<file path="config.mk">
export PLATFORM = sky130hd
export DESIGN_NAME = assoc_fill_ctrl
export DESIGN_NICKNAME = d
export VERILOG_FILES = /design/src/rtl/assoc_fill_pkg.sv /design/src/rtl/assoc_fill_stats.sv /design/src/rtl/assoc_fill_ctrl.sv
export SDC_FILE = /design/constraint.sdc
export NUM_CORES = 1
export LEC_CHECK = 0
export CAP_MARGIN = 20
export CORE_UTILIZATION = 40
export DETAILED_ROUTE_END_ITERATION = 10
export GPL_TIMING_DRIVEN = 0
export PLACE_DENSITY = 0.78
export SLEW_MARGIN = 30
export SYNTH_ARGS = -nofsm -noshare
export SYNTH_HDL_FRONTEND = slang
export SYNTH_SLANG_ARGS = --single-unit
</file>
<file path="constraint.sdc">
create_clock -name clk -period 1.6 [get_ports clk]
set_input_delay 0.48 -clock clk [delete_from_list [all_inputs] [get_ports clk]]
set_output_delay 0.48 -clock clk [all_outputs]
set_load 0.1 [all_outputs]
</file>
<file path="src/rtl/assoc_fill_pkg.sv">
// Shared types for the associative-buffer miss-handling controller.
package assoc_fill_pkg;

    localparam int unsigned STAT_WIDTH = 32;

    typedef enum logic [2:0] {
        IDLE,
        LOOKUP,
        MEM_REQ,
        MEM_WAIT,
        FILL,
        RESP
    } fill_state_e;

endpackage

</file>
<file path="src/rtl/assoc_fill_stats.sv">
// Saturating hit/miss counter pair, sampled once per lookup.
module assoc_fill_stats
    import assoc_fill_pkg::*;
(
    input  logic                  clk,
    input  logic                  rst_n,
    input  logic                  lookup,
    input  logic                  hit,
    output logic [STAT_WIDTH-1:0] hit_count,
    output logic [STAT_WIDTH-1:0] miss_count
);

    always_ff @(posedge clk or negedge rst_n) begin
        if (!rst_n) begin
            hit_count  <= '0;
            miss_count <= '0;
        end else if (lookup) begin
            if (hit && (hit_count != '1)) begin
                hit_count <= hit_count + STAT_WIDTH'(1);
            end
            if (!hit && (miss_count != '1)) begin
                miss_count <= miss_count + STAT_WIDTH'(1);
            end
        end
    end

endmodule

</file>
<file path="src/rtl/assoc_fill_ctrl.sv">
// Miss-handling controller for a small fully associative buffer bank.
// Optional hit/miss statistics are enabled with ASSOC_FILL_STATS_EN.
module assoc_fill_ctrl
    import assoc_fill_pkg::*;
#(
    parameter int unsigned DATA_WIDTH = 32,
    parameter int unsigned ADDR_WIDTH = 4
) (
    input  logic                  clk,
    input  logic                  rst_n,
    input  logic                  req_valid,
    output logic                  req_ready,
    input  logic [ADDR_WIDTH-1:0] req_addr,
    output logic                  resp_valid,
    input  logic                  resp_ready,
    output logic [DATA_WIDTH-1:0] resp_data,
    output logic                  resp_hit,
    output logic [ADDR_WIDTH-1:0] bank_raddr,
    input  logic [DATA_WIDTH-1:0] bank_rdata,
    input  logic                  bank_hit,
    output logic                  bank_we,
    output logic [ADDR_WIDTH-1:0] bank_waddr,
    output logic [DATA_WIDTH-1:0] bank_wdata,
    output logic                  mem_req_valid,
    input  logic                  mem_req_ready,
    output logic [ADDR_WIDTH-1:0] mem_req_addr,
    input  logic                  mem_resp_valid,
    input  logic [DATA_WIDTH-1:0] mem_resp_data
`ifdef ASSOC_FILL_STATS_EN
    ,
    output logic [STAT_WIDTH-1:0] hit_count,
    output logic [STAT_WIDTH-1:0] miss_count
`endif
);

    fill_state_e           state_q, state_d;
    logic [ADDR_WIDTH-1:0] addr_q, addr_d;
    logic [DATA_WIDTH-1:0] fill_q, fill_d;
    logic [DATA_WIDTH-1:0] data_q, data_d;
    logic                  hit_q, hit_d;

    // State and holding registers.
    always_ff @(posedge clk or negedge rst_n) begin
        if (!rst_n) begin
            state_q <= IDLE;
            addr_q  <= '0;
            fill_q  <= '0;
            data_q  <= '0;
            hit_q   <= 1'b0;
        end else begin
            state_q <= state_d;
            addr_q  <= addr_d;
            fill_q  <= fill_d;
            data_q  <= data_d;
            hit_q   <= hit_d;
        end
    end

    // Next-state and per-state output decode; anything not driven by a state is 0.
    always_comb begin
        state_d       = state_q;
        addr_d        = addr_q;
        fill_d        = fill_q;
        data_d        = data_q;
        hit_d         = hit_q;
        req_ready     = 1'b0;
        resp_valid    = 1'b0;
        resp_data     = '0;
        resp_hit      = 1'b0;
        bank_raddr    = '0;
        bank_we       = 1'b0;
        bank_waddr    = '0;
        bank_wdata    = '0;
        mem_req_valid = 1'b0;
        mem_req_addr  = '0;

        unique case (state_q)
            IDLE: begin
                req_ready  = 1'b1;
                bank_raddr = req_addr;
                if (req_valid) begin
                    addr_d  = req_addr;
                    state_d = LOOKUP;
                end
            end
            LOOKUP: begin
                bank_raddr = addr_q;
                if (bank_hit) begin
                    data_d  = bank_rdata;
                    hit_d   = 1'b1;
                    state_d = RESP;
                end else begin
                    state_d = MEM_REQ;
                end
            end
            MEM_REQ: begin
                mem_req_valid = 1'b1;
                mem_req_addr  = addr_q;
                if (mem_req_ready) begin
                    state_d = MEM_WAIT;
                end
            end
            MEM_WAIT: begin
                if (mem_resp_valid) begin
                    fill_d  = mem_resp_data;
                    data_d  = mem_resp_data;
                    hit_d   = 1'b0;
                    state_d = FILL;
                end
            end
            FILL: begin
                bank_we    = 1'b1;
                bank_waddr = addr_q;
                bank_wdata = fill_q;
                state_d    = RESP;
            end
            RESP: begin
                resp_valid = 1'b1;
                resp_data  = data_q;
                resp_hit   = hit_q;
                if (resp_ready) begin
                    state_d = IDLE;
                end
            end
            default: begin
                state_d = IDLE;
            end
        endcase
    end

`ifdef ASSOC_FILL_STATS_EN
    assoc_fill_stats u_stats (
        .clk        (clk),
        .rst_n      (rst_n),
        .lookup     (state_q == LOOKUP),
        .hit        (bank_hit),
        .hit_count  (hit_count),
        .miss_count (miss_count)
    );
`endif

endmodule
</file>
==> metrics.cfg <==
[status]
status = complete, but fails checks
violations = setup timing

[clocking]
clock_path_buffers = 2
cts_root_buffer = clkbuf_8
cts_made_buffers = 9
cts-htree-levels = 3
clock_latency_ps = 350
cts.sinks = 72
clk_pin_slew_ps = 80
cts_tree = done

[grt]
use_met3_pct = 4.23
grt.busiest_layer = met2
grt_first_pass_wirelength_um = 18400
grt_max_degree = 40
track_usage_pct = 24.1
grt_use_met2_pct = 43.0
antenna_found_initial = 0
grt-ovfl-total = 0
grt_pass1_vias = 3522
use_met1_pct = 29.4

[floorplan]
die_area_um2 = 10200
die_y_um = 101
fp-row-count = 35
initial_core_util_pct = 41.7
die_w_um = 101
core_area_um2 = 9370
num_io_pins = 156

[power]
leakage_nw = 3.45
ir_drop_v = 0.00189
clock_power_share_pct = 8.9
seqPwrFrac_pct = 20.1
netSwitchingFraction_pct = 45.2
combPwrFrac_pct = 71.0
p_switching_mw = 7.48
intPower_mw = 9.08
power_density_nw_per_um2 = 2130

[synth]
ys_types = 29
yosys_warnings = 0
synth_nets = 382
synth_area_um2 = 3910
synth.avg_cell_area_um2 = 12.7
synth_top_area_share_pct = 46.1
synthTopCellsByArea = dfrtp_1, mux2_2, mux2_4
synth_top_area_cell = dfrtp_1
synth-seq-area-share_pct = 46.1
syn_inst = 307
postSynthRegisterBits = 72

[critical_path]
crit_fanout = 6
timing.rr.end = data_q[11]$_DFFE_PN0P_
crit_chain = buf_6 -> clkinv_4 -> and3_4 -> clkbuf_16 -> clkbuf_16 -> and2_4 -> buf_12
startpoint = state_q[1]$_DFFE_PN0P_
cp_common_cell = clkbuf_16
worstPathRequired_ps = 1120
worst_setup_path_end_kind = output port
criticalPathCategory = reg -> out
cp.arrival_ps = 1740
rrSetupSlack_ps = -260
r2r-start = state_q[1]$_DFFE_PN0P_
max_stage_delay_ps = 380
crit_path_end = resp_data[1]
cp_slowest_cell = dfrtp_1
r2r_cells = 7
start_kind = register

[finish]
seqCellArea_um2 = 1800
multiInputGateArea_um2 = 2340
fillers = 506
drive_gt1_share_pct = 67.9
area_delta_synth_final_pct = 98.2
final_cell_mix = buf_12, and2_4, clkdlybuf4s50_1, dfrtp_1, mux2_4
diodes = 0
finalNonFillerCells = 646
fin_nets = 587
final_common_cell = buf_12

[job]
maxCapViolations = 0

[timing]
maxSlewViolCount = 0
setup_viol = 146
finClkSkew_ps = 10.3
finalHoldViolCount = 0
finalCritPeriodShare_pct = 139
tightestPinTransition_ps = 463
max_freq_mhz = 451
rsz0062_at_grt = true
setup_ws_ps = -617
fin_crit_ps = 2220
max_slew_margin_pct = 69.2
holdWs_ps = 70.9

[detailed_routing]
drc_errors = 0
drtIter0Drc = 72
first_pass_iters = 4
wl_per_cell_um = 19.1
postRouteAntennaNets = 0
vias = 3148
postRouteWirelength_um = 12400
post_drt_via_cell_ratio = 4.87

[min_path]
hp-class = in -> async

[place]
dpl.hpwl_um = 7300
dp.cells = 592
gp_congestion = 0.779
port_buffers = 155

## per-stage QoR
stage	utilization (%)	setup slack, ps	power (mW)	instance area, um^2	setup TNS [ps]
after global placement	64.4	-2850	12.1	6040	-329610
after floorplan	-	-856	10.4	4330	-27960
after global routing	82.7	-664	17.2	7750	-63410
after detailed placement	64.6	-1590	12.2	6060	-146950
final	82.7	-617	16.6	7750	-57160
after CTS	80.1	-638	16.0	7510	-58160
## synthesized netlist by cell type
cell type,number
dfrtp_1,72
and3_4,1
nor2b_1,1
a211o_1,1
buf_4,1
nor3_2,1
or3_1,1
mux2_2,70
nor2_1,3
inv_1,1
a31oi_1,1
a31o_2,1
buf_6,8
nor3b_1,1
inv_2,1
a21oi_1,2
and2_0,1
o311a_1,1
and3b_1,1
and3_1,1
nand2_1,3
mux2_4,31
mux2i_1,4
o21ai_0,2
and2_1,73
nand3b_1,3
clkbuf_1,10
buf_2,4
nor3_1,7
## layer usage
metal,vias up,part of all wire [%]
li1,1465,-
met1,1595,43
met2,79,52
met3,9,3.5
met4,0,1.2
met5,-,0
## final cells by class
cell class | count | area share [%]
buffer | 20 | 4.87
clock buffer | 9 | 1.60
clock inverter | 7 | 0.920
inverter | 2 | 0.194
multi-input combinational | 211 | 30.2
sequential | 72 | 23.3
tap | 129 | 2.08
timing repair buffer | 196 | 36.8
## worst min path at each step
stage / cells after the start / start / endpoint / slack [ps]
6_report: 1 / rst_n / data_q[14]$_DFFE_PN0P_ / 70
5_1_grt: 1 / rst_n / data_q[14]$_DFFE_PN0P_ / 100
4_1_cts: 1 / rst_n / fill_q[23]$_DFFE_PN0P_ / 80
3_5_place_dp: 1 / rst_n / data_q[14]$_DFFE_PN0P_ / 460
3_3_place_gp: 1 / fill_q[26]$_DFFE_PN0P_ / fill_q[26]$_DFFE_PN0P_ / 490
2_1_floorplan: 0 / rst_n / addr_q[0]$_DFFE_PN0P_ / 180
## repair_timing
| item | 4_1_cts | 5_1_grt |
|---|---|---|
| setup buffers | 17 | 14 |
| endpoints found under the setup margin | 147 | 144 |
| gates resized for setup | 779 | 30 |
| gates cloned | 6 | 6 |
| hold buffers | 0 | 0 |
| pin swaps | 15 | 11 |
## registers in the layout, indices dropped and copies added (netlist names)
register  count
addr_q        4
data_q       32
fill_q       32
hit_q         1
state_q       3
## worst max-delay path: cells and delay by family, from the launching register on
family / cells / cell delay (ps)
buffers and inverters: 5 / 680
DFF: 1 / 380
and+or+nand+nor: 2 / 340
## logic make-up (layout without fill, tap and decap cells)
| family | count (synthesis) | count (layout) | share of synthesized area, % |
|---|---|---|---|
| multiplexers | 105 | 105 | 33.1 |
| AND/OR/NAND/NOR | 97 | 98 | 15.3 |
| flip-flops | 72 | 72 | 46.1 |
| buffers and inverters | 25 | 234 | 4.16 |
| AO/OA/AOI/OAI | 8 | 8 | 1.38 |
## power by group through the flow
| stage | Combinational (mW) | Clock [mW] | Sequential [mW] |
|---|---|---|---|
| detailed placement | 8.92 | 0 | 3.30 |
| floorplan | 7.29 | 0 | 3.15 |
| finish | 11.8 | 1.47 | 3.33 |
| global placement | 8.84 | 0 | 3.26 |
| global route | 12.1 | 1.57 | 3.45 |
| CTS | 11.2 | 1.49 | 3.28 |
Power figures use the tool's default switching activity.
